## config.mk

```make
export PLATFORM = sky130hd
export DESIGN_NAME = div_sequencer_flat
export DESIGN_NICKNAME = d
export VERILOG_FILES = /design/src/rtl/div_sequencer_if.sv /design/src/rtl/div_sequencer.sv /design/src/flat_wrapper.sv
export SDC_FILE = /design/constraint.sdc
export NUM_CORES = 1
export LEC_CHECK = 0
export BUFFER_PORTS_ARGS = -buffer_cell sky130_fd_sc_hd__buf_2
export CAP_MARGIN = 20
export CORE_UTILIZATION = 62
export CTS_BUF_LIST = sky130_fd_sc_hd__clkbuf_8
export DETAILED_ROUTE_END_ITERATION = 10
export GPL_TIMING_DRIVEN = 0
export PLACE_DENSITY = 0.94
export SETUP_SLACK_MARGIN = 0.15
export SYNTH_ARGS = -nofsm -noshare
export SYNTH_HDL_FRONTEND = slang
export SYNTH_SLANG_ARGS = --single-unit
```

## constraint.sdc

```tcl
create_clock -name clk -period 5.85 [get_ports clk]
set_input_delay 0.2925 -clock clk [delete_from_list [all_inputs] [get_ports clk]]
set_output_delay 0.2925 -clock clk [all_outputs]
set_load 0.01 [all_outputs]
```

## src/rtl/div_sequencer_if.sv

```systemverilog
// div_sequencer_if: EX-stage request/response bundle for the multi-cycle divider.
// The master side is the pipeline; the slave side is the divider.
interface div_sequencer_if #(parameter int WIDTH = 32);
    logic             start;
    logic             signed_op;
    logic [WIDTH-1:0] dividend;
    logic [WIDTH-1:0] divisor;
    logic             annul;
    logic             stall_req;
    logic             busy;
    logic             result_valid;
    logic [WIDTH-1:0] quotient;
    logic [WIDTH-1:0] remainder;
    logic             div_by_zero;
    modport master (
        output start, signed_op, dividend, divisor, annul,
        input  stall_req, busy, result_valid, quotient, remainder, div_by_zero
    );
    modport slave (
        input  start, signed_op, dividend, divisor, annul,
        output stall_req, busy, result_valid, quotient, remainder, div_by_zero
    );
endinterface

```

## src/rtl/div_sequencer.sv

```systemverilog
// div_sequencer: radix-2 restoring DIV/DIVU sequencer feeding HI (remainder) / LO (quotient).
// Define DIV_EARLY_OUT_EN to finish immediately when |dividend| < |divisor|.
module div_sequencer #(
    parameter int WIDTH = 32
) (
    input logic            clk,
    input logic            rstn,
    div_sequencer_if.slave bus
);
    localparam int CW = $clog2(WIDTH);
    typedef enum logic [1:0] {IDLE, ZERO, BUSY, DONE} state_t;
    state_t           state_q, state_d;
    logic [CW-1:0]    cnt_q, cnt_d;
    logic [WIDTH-1:0] rem_q, rem_d, dq_q, dq_d, dvs_q, dvs_d;
    logic [WIDTH-1:0] quo_q, quo_d, rmd_q, rmd_d;
    logic             sgn_op_q, sgn_op_d, sa_q, sa_d, sb_q, sb_d;
    logic             valid_q, valid_d, dbz_q, dbz_d;
    logic [WIDTH-1:0] mag_a, mag_b, rem_sh;
    logic [WIDTH:0]   trial;
    logic             take, early;
    assign mag_a  = (bus.signed_op && bus.dividend[WIDTH-1]) ? -bus.dividend : bus.dividend;
    assign mag_b  = (bus.signed_op && bus.divisor[WIDTH-1]) ? -bus.divisor : bus.divisor;
    // Shifted-in partial remainder is WIDTH+1 bits, so the borrow bit decides the quotient bit
    assign trial  = {rem_q, dq_q[WIDTH-1]} - {1'b0, dvs_q};
    assign take   = ~trial[WIDTH];
    assign rem_sh = take ? trial[WIDTH-1:0] : {rem_q[WIDTH-2:0], dq_q[WIDTH-1]};
`ifdef DIV_EARLY_OUT_EN
    assign early = mag_a < mag_b;
`else
    assign early = 1'b0;
`endif
    always_comb begin
        state_d  = state_q;
        cnt_d    = cnt_q;
        rem_d    = rem_q;
        dq_d     = dq_q;
        dvs_d    = dvs_q;
        quo_d    = quo_q;
        rmd_d    = rmd_q;
        sgn_op_d = sgn_op_q;
        sa_d     = sa_q;
        sb_d     = sb_q;
        valid_d  = 1'b0;
        dbz_d    = 1'b0;
        if (bus.annul) begin
            state_d = IDLE;
        end else begin
            case (state_q)
                IDLE: if (bus.start) begin
                    sgn_op_d = bus.signed_op;
                    sa_d     = bus.dividend[WIDTH-1];
                    sb_d     = bus.divisor[WIDTH-1];
                    rem_d    = '0;
                    cnt_d    = '0;
                    dvs_d    = mag_b;
                    // ZERO reports the raw dividend, so keep it unmodified in that case
                    dq_d     = (bus.divisor == '0) ? bus.dividend : mag_a;
                    if (bus.divisor == '0) begin
                        state_d = ZERO;
                    end else if (early) begin
                        state_d = DONE;
                        valid_d = 1'b1;
                        quo_d   = '0;
                        rmd_d   = bus.dividend;
                    end else begin
                        state_d = BUSY;
                    end
                end
                ZERO: begin
                    state_d = DONE;
                    valid_d = 1'b1;
                    dbz_d   = 1'b1;
                    quo_d   = '1;
                    rmd_d   = dq_q;
                end
                BUSY: begin
                    rem_d = rem_sh;
                    dq_d  = {dq_q[WIDTH-2:0], take};
                    cnt_d = cnt_q + 1'b1;
                    if (cnt_q == CW'(WIDTH - 1)) begin
                        state_d = DONE;
                        valid_d = 1'b1;
                        quo_d   = (sgn_op_q && (sa_q ^ sb_q)) ? -dq_d : dq_d;
                        rmd_d   = (sgn_op_q && sa_q) ? -rem_sh : rem_sh;
                    end
                end
                default: state_d = IDLE;
            endcase
        end
    end
    always_ff @(posedge clk) begin
        if (!rstn) begin
            state_q  <= IDLE;
            cnt_q    <= '0;
            rem_q    <= '0;
            dq_q     <= '0;
            dvs_q    <= '0;
            quo_q    <= '0;
            rmd_q    <= '0;
            sgn_op_q <= 1'b0;
            sa_q     <= 1'b0;
            sb_q     <= 1'b0;
            valid_q  <= 1'b0;
            dbz_q    <= 1'b0;
        end else begin
            state_q  <= state_d;
            cnt_q    <= cnt_d;
            rem_q    <= rem_d;
            dq_q     <= dq_d;
            dvs_q    <= dvs_d;
            quo_q    <= quo_d;
            rmd_q    <= rmd_d;
            sgn_op_q <= sgn_op_d;
            sa_q     <= sa_d;
            sb_q     <= sb_d;
            valid_q  <= valid_d;
            dbz_q    <= dbz_d;
        end
    end
    assign bus.stall_req    = (state_q == IDLE && bus.start && !bus.annul) || state_q == BUSY || state_q == ZERO;
    assign bus.busy         = state_q != IDLE;
    assign bus.result_valid = valid_q;
    assign bus.quotient     = quo_q;
    assign bus.remainder    = rmd_q;
    assign bus.div_by_zero  = dbz_q;
endmodule

```

## src/flat_wrapper.sv

```systemverilog
// flat-port wrapper written by rule: the top's interface ports become plain ports
module div_sequencer_flat 
#(
    parameter int WIDTH = 32
)
  (clk, rstn, bus_start, bus_signed_op, bus_dividend, bus_divisor, bus_annul, bus_stall_req, bus_busy, bus_result_valid, bus_quotient, bus_remainder, bus_div_by_zero);
  div_sequencer_if #(.WIDTH(WIDTH)) bus_i ();
  input logic clk;
  input logic rstn;
  input wire logic [$bits(bus_i.start)-1:0] bus_start;
  input wire logic [$bits(bus_i.signed_op)-1:0] bus_signed_op;
  input wire logic [$bits(bus_i.dividend)-1:0] bus_dividend;
  input wire logic [$bits(bus_i.divisor)-1:0] bus_divisor;
  input wire logic [$bits(bus_i.annul)-1:0] bus_annul;
  output wire logic [$bits(bus_i.stall_req)-1:0] bus_stall_req;
  output wire logic [$bits(bus_i.busy)-1:0] bus_busy;
  output wire logic [$bits(bus_i.result_valid)-1:0] bus_result_valid;
  output wire logic [$bits(bus_i.quotient)-1:0] bus_quotient;
  output wire logic [$bits(bus_i.remainder)-1:0] bus_remainder;
  output wire logic [$bits(bus_i.div_by_zero)-1:0] bus_div_by_zero;
  assign bus_i.start = bus_start;
  assign bus_i.signed_op = bus_signed_op;
  assign bus_i.dividend = bus_dividend;
  assign bus_i.divisor = bus_divisor;
  assign bus_i.annul = bus_annul;
  assign bus_stall_req = bus_i.stall_req;
  assign bus_busy = bus_i.busy;
  assign bus_result_valid = bus_i.result_valid;
  assign bus_quotient = bus_i.quotient;
  assign bus_remainder = bus_i.remainder;
  assign bus_div_by_zero = bus_i.div_by_zero;
  div_sequencer #(.WIDTH(WIDTH)) u_core (.clk(clk), .rstn(rstn), .bus(bus_i));
endmodule
```

[After elaboration in Yosys (flattened, before gate mapping)]
Cells that the tools add are included.
Cells by class
  add/sub/neg operators: 6
  multiply operators: 0
  div/mod/pow operators: 0
  magnitude comparators: 0
  eq/ne operators: 5
  shifts and indexed selects: 0
  muxes and demuxes: 23
  bitwise logic cells: 4
  reduce and logical (&&, ||, !) cells: 19
Operators by type and width (count)
  2-to-1 mux 32 bit: 10
  one-hot mux 32 bit (2 select lines): 4
  negation 32 bit: 4
  subtractor 33 x 32 -> 33 bit: 1
  zero test 32 bit: 1
  one-hot mux 5 bit (2 select lines): 1
  AND reduction 3 bit: 3
  logical AND 1 bit: 6
  2-to-1 mux 2 bit: 3
  one-hot mux 2 bit (3 select lines): 1
  nonzero test 2 bit: 3
  adder 5 x 1 -> 5 bit (second input constant): 1
  equality test 5 bit (second input constant): 1
  2-to-1 mux 5 bit: 1
  inverter 1 bit: 3
  equality test 2 x 1 -> 1 bit (second input constant): 1
  equality test 2 bit (second input constant): 1
  zero test 2 bit: 1
  logical OR 1 bit: 2
  2-to-1 mux 1 bit: 2
  inequality test 2 x 1 -> 1 bit (second input constant): 1
  inequality test 2 bit (second input constant): 1
  one-hot mux 1 bit (2 select lines): 1
  AND reduction 2 bit: 1
  other kinds (3): 3
Word-level totals
  register bits after elaboration: 172
  bits in latches: 0
  RAM bits: 0
  ROM bits: 0
  input port bits: 69
  output and inout port bits: 68
  memories kept: 0

[Longest topological paths before layout]
  word-level depth: 6
  mapped depth: 22
  gate-level depth less buffers: 20

[Worst setup path before layout]
OpenSTA, ideal clock, no wires.
  kind: reg-to-reg
  from: reg u_core.dq_q[31]
  to: reg u_core.quo_q[30], in the netlist u_core.bus.quotient[30]
  setup time: 132 ps
  arrival time: 4285 ps
  setup slack: 1433 ps
  stages on the path, launching flop included: 23
  clock period less this slack: 4417 ps
  path through: dfxtp_1 -> inv_1 -> ha_1 -> inv_1 -> fa_1 -> a211oi_2 -> o211ai_2 -> nand4_1 -> a211oi_2 -> nor3_2 -> nor2_8 -> inv_4 -> buf_2 -> buf_2 -> ha_1 -> nand2_1 -> nor3_1 -> nand2_1 -> nor3_1 -> nand2_1 -> o31ai_1 -> xor2_1 -> a21oi_1
On the way
  longest elaborated chain between the ends: 6
RTL lines
  start, declared: line div_sequencer.sv:14  | logic [WIDTH-1:0] rem_q, rem_d, dq_q, dq_d, dvs_q, dvs_d;
  start signal, assigned: line div_sequencer.sv:109  | dq_q <= dq_d;
  subtractor 33 x 32 -> 33 bit: line div_sequencer.sv:24  | assign trial = {rem_q, dq_q[WIDTH-1]} - {1'b0, dvs_q};
  inverter 1 bit: line div_sequencer.sv:25  | assign take = ~trial[WIDTH];
  negation 32 bit: line div_sequencer.sv:83  | quo_d = (sgn_op_q && (sa_q ^ sb_q)) ? -dq_d : dq_d;
  2-to-1 mux 32 bit: line div_sequencer.sv:83
  2-to-1 mux 32 bit: line div_sequencer.sv:80  | if (cnt_q == CW'(WIDTH - 1)) begin
  one-hot mux 32 bit (2 select lines): line div_sequencer.sv:48  | case (state_q)
  end signal, assigned: line div_sequencer.sv:111  | quo_q <= quo_d;
  end, declared: line div_sequencer.sv:15  | logic [WIDTH-1:0] quo_q, quo_d, rmd_q, rmd_d;
Every way passes these cells. The select of a mux whose other input is x is not followed.
A chain may end at the register's enable or synchronous reset.

[Worst setup path in the final report]
Ends and elaborated chain as after synthesis.

==> results.py <==
metrics = {
    "outcome": {
        "status": "completed",
    },
    "detailed_routing": {
        "ant_nets": 0,
        "drt_iter0_markers": 1319,
        "wl_per_cell_um": 20.5,
        "first_pass_iters": 6,
        "avgViaCountPerCell": 6.46,
        "drcViolationCount": 0,
        "drt_wl_total_mm": 42.3,
        "vias": 13300,
    },
    "cells_and_area": {
        "nets": 1906,
        "most-common-layout-cells": "nand2_1 (189), a21oi_1 (177), dfxtp_1 (172)",
        "regArea_um2": 3440,
        "antenna_cells": 0,
        "multiInputGateArea_um2": 7950,
        "final_common_cell": "nand2_1",
        "drive_above_1_share_pct": 13.1,
        "area_growth_syn_to_layout_pct": 11.7,
        "fill_cells": 1591,
    },
    "logic_synthesis": {
        "synth-edff-count": 0,
        "synth_fa_ha_area_share_pct": 4.50,
        "async_reset_ff_share_pct": 0,
        "synth_simple_gate_area_share_pct": 21.8,
        "ys.flop_type": "dfxtp_1",
        "ys_seq_area_share_pct": 28.4,
        "synth_mux_area_share_pct": 2.17,
        "synth_warnings": 0,
        "syn_area_um2": 12100,
        "synth_xor_area_share_pct": 9.55,
        "yosysUniqueCellTypes": 91,
        "synth_nets": 1752,
        "yosys-top-cells-area": "dfxtp_1 (28%), a21oi_1 (7.3%), nand2_1 (5.9%)",
        "yosysTopAreaCellShare_pct": 28.4,
        "syn_inst": 1640,
        "ys_ff_latch": 172,
        "synth_top_area_cell": "dfxtp_1",
        "synth_compound_area_share_pct": 27.6,
        "synth_top_family_by_area": "compound AO/OA/AOI/OAI gates",
        "syn_avg_cell_area_um2": 7.38,
    },
    "worst_setup_path": {
        "crit_slowest_cell": "nor3_4",
        "worst-path-buf-inv": 5,
        "cp-end-kind": "flop",
        "crit_arrival_ns": 5.92,
        "crit_path_cell_trace": "inv_1 -> ha_1 -> inv_1 -> fa_1 -> a211oi_2 -> o211ai_2 -> nand4_1 -> a211oi_2 -> nor3_4 -> nor2_8 -> inv_4 -> buf_2 -> buf_2 -> ha_1 -> nand2_1 -> nor3_1 -> nand2_1 -> nor3_2 -> nand2_1 -> o31ai_1 -> xor2_1 -> a21oi_1",
        "crit_top_cell": "nand2_1",
        "critPathMaxStageDelay_ns": 0.55,
        "critPathLaunchType": "flop",
        "path_max_fanout": 10,
        "crit_required_ns": 6.23,
        "cp_top_family": "simple AND/OR/NAND/NOR gates",
        "path_class": "flop to flop",
    },
    "floorplan": {
        "rows": 50,
        "initial_utilization_pct": 63.9,
        "die_area_um2": 20100,
        "core-area_um2": 19000,
        "die_h_um": 142,
        "io_pins": 137,
        "die_x_um": 142,
    },
    "sta": {
        "fin_setup_tns_ns": 0,
        "slew_viol_final": 0,
        "finClkSkew_ns": 0.0178,
        "setup_viol": 0,
        "worst_slew_pin_slew_ns": 0.930,
        "period_share_pct": 94.6,
        "hold_violations": 0,
        "post-route-min-period_ns": 5.54,
        "slew_headroom_pct": 37.8,
        "rsz0062_at_grt": "no",
        "max_freq_ghz": 0.181,
    },
    "clock_tree": {
        "post_cts.repair.setup_buffers": 0,
        "clock_latency_ns": 0.50,
        "cts.sinks": 172,
        "clk_pin_slew_ns": 0.11,
        "clk_path_buf_depth": 2,
        "cts_tree": "built",
        "hold_buffers": 0,
        "cts_made_buffers": 17,
        "htree_num_levels": 4,
        "cts_root_buffer": "clkbuf_8",
    },
    "grt": {
        "overflow": 0,
        "grt_pass1_wl_mm": 64.9,
        "grt_pass1_vias": 12300,
        "grt_use_total_pct": 42.0,
        "grt_start_max_net_pins": 19,
        "antenna_found_initial": 0,
    },
    "place": {
        "place_hpwl_mm": 33.0,
        "globalplace.congestion": 1.00,
        "port_buffers": 135,
    },
    "power": {
        "ir_drop_mv": 0.154,
        "finalPower_w": 0.00280,
        "power.density_nw_per_um2": 207,
        "cellLeakagePower_nw": 5.35,
    },
    "min_path": {
        "hold_class": "input port to flop",
    },
    "flow_run": {
        "cap_violations": 0,
    },
}
[synth_stat cells, types with 8 or more instances]
cell type    n
nand2_1    189
a21oi_1    177
dfxtp_1    172
nor2_1     171
o21ai_0    111
clkbuf_1    86
xnor2_1     72
inv_1       64
xor2_1      60
nand3_1     50
a31oi_1     42
ha_1        42
nor3_1      41
a211oi_1    38
a21o_1      20
o31ai_1     20
mux2i_1     18
or3_1       18
nor4_1      17
buf_2       15
and3_1      13
nand4_1     12
a22oi_1     10
a221oi_1     9
o21ai_1      9
o41ai_1      9
and2_1       8
o211ai_1     8
[report_power, final]
part,leakage [nW],internal (W),switching (W)
clock network,0.206,0.000361,0.000535
registers,1.39,0.00121,0.0000330
logic,3.74,0.000223,0.000440
[per-layer routing]
| metal | wire, um | track usage [%] |
|---|---|---|
| met5 | 0 | 0 |
| met4 | 2880 | 26.7 |
| met3 | 4170 | 7.26 |
| met2 | 19300 | 70.5 |
| met1 | 15900 | 49.6 |
[registers in the layout, summed over array words and instances, names as in the netlist]
| signal | cells |
|---|---|
| u_core.dq_q | 32 |
| u_core.bus.result_valid | 1 |
| u_core.cnt_q | 5 |
| u_core.bus.remainder | 32 |
| u_core.sgn_op_q | 1 |
| u_core.dvs_q | 32 |
| u_core.bus.div_by_zero | 1 |
| u_core.bus.quotient | 32 |
| u_core.sa_q | 1 |
| u_core.sb_q | 1 |
| u_core.state_q | 2 |
| u_core.rem_q | 32 |
[tightest hold or removal path: cells and delay by family]
| family | cells | cell delay, ns |
|---|---|---|
| buffers and inverters | 1 | 0.12 |
| and+or+nand+nor | 1 | 0.05 |
| AOI/OAI and AO/OA | 1 | 0.05 |
[repair_timing]
item,CTS,global route
endpoints found under the setup margin,2,3
hold endpoints to repair,0,0
pin swaps,0,0
gates resized for setup,1,1
[metrics by stage]
step	setup WS (ns)	area, um2	cells	util, %	hold slack (ns)
after floorplan	1.43	12100	1640	-	0.428
after global placement	0.0880	13100	2035	69.2	0.443
after detailed placement	0.0867	13100	2035	69.2	0.450
after CTS	0.251	13500	2067	71.4	0.0805
after global routing	0.154	13500	2067	71.4	0.0802
final	0.314	13500	2067	71.4	0.0686
[logic make-up (layout without fill, tap and decap cells)]
kind of cell / Yosys count / after routing
and+or+nand+nor: 567 / 567
adders and majority gates: 43 / 43
buffers and inverters: 177 / 344
muxes: 25 / 25
xor gates and xnor gates: 132 / 132
DFF: 172 / 172
AOI/OAI and AO/OA: 524 / 524
[final timing paths]
kind	startpoint	end	slack, ns	cells after the start
min reg2reg	u_core.bus.remainder[5]	u_core.bus.remainder[5]	0.46	2
max	u_core.dq_q[31]	u_core.bus.quotient[30]	0.31	22
min	bus_divisor[0]	u_core.dvs_q[0]	0.07	3
max reg2reg	u_core.dq_q[31]	u_core.bus.quotient[30]	0.31	22
[area by class of cell]
type	instances	share of cell area, %
tap	260	2.40
inverter	66	1.85
timing repair buffer	135	4.99
buffer	111	3.52
multi-input combinational	1291	58.8
clock inverter	15	1.29
sequential	172	25.4
clock buffer	17	1.73
Note: power is estimated with default switching activity, not from simulation.
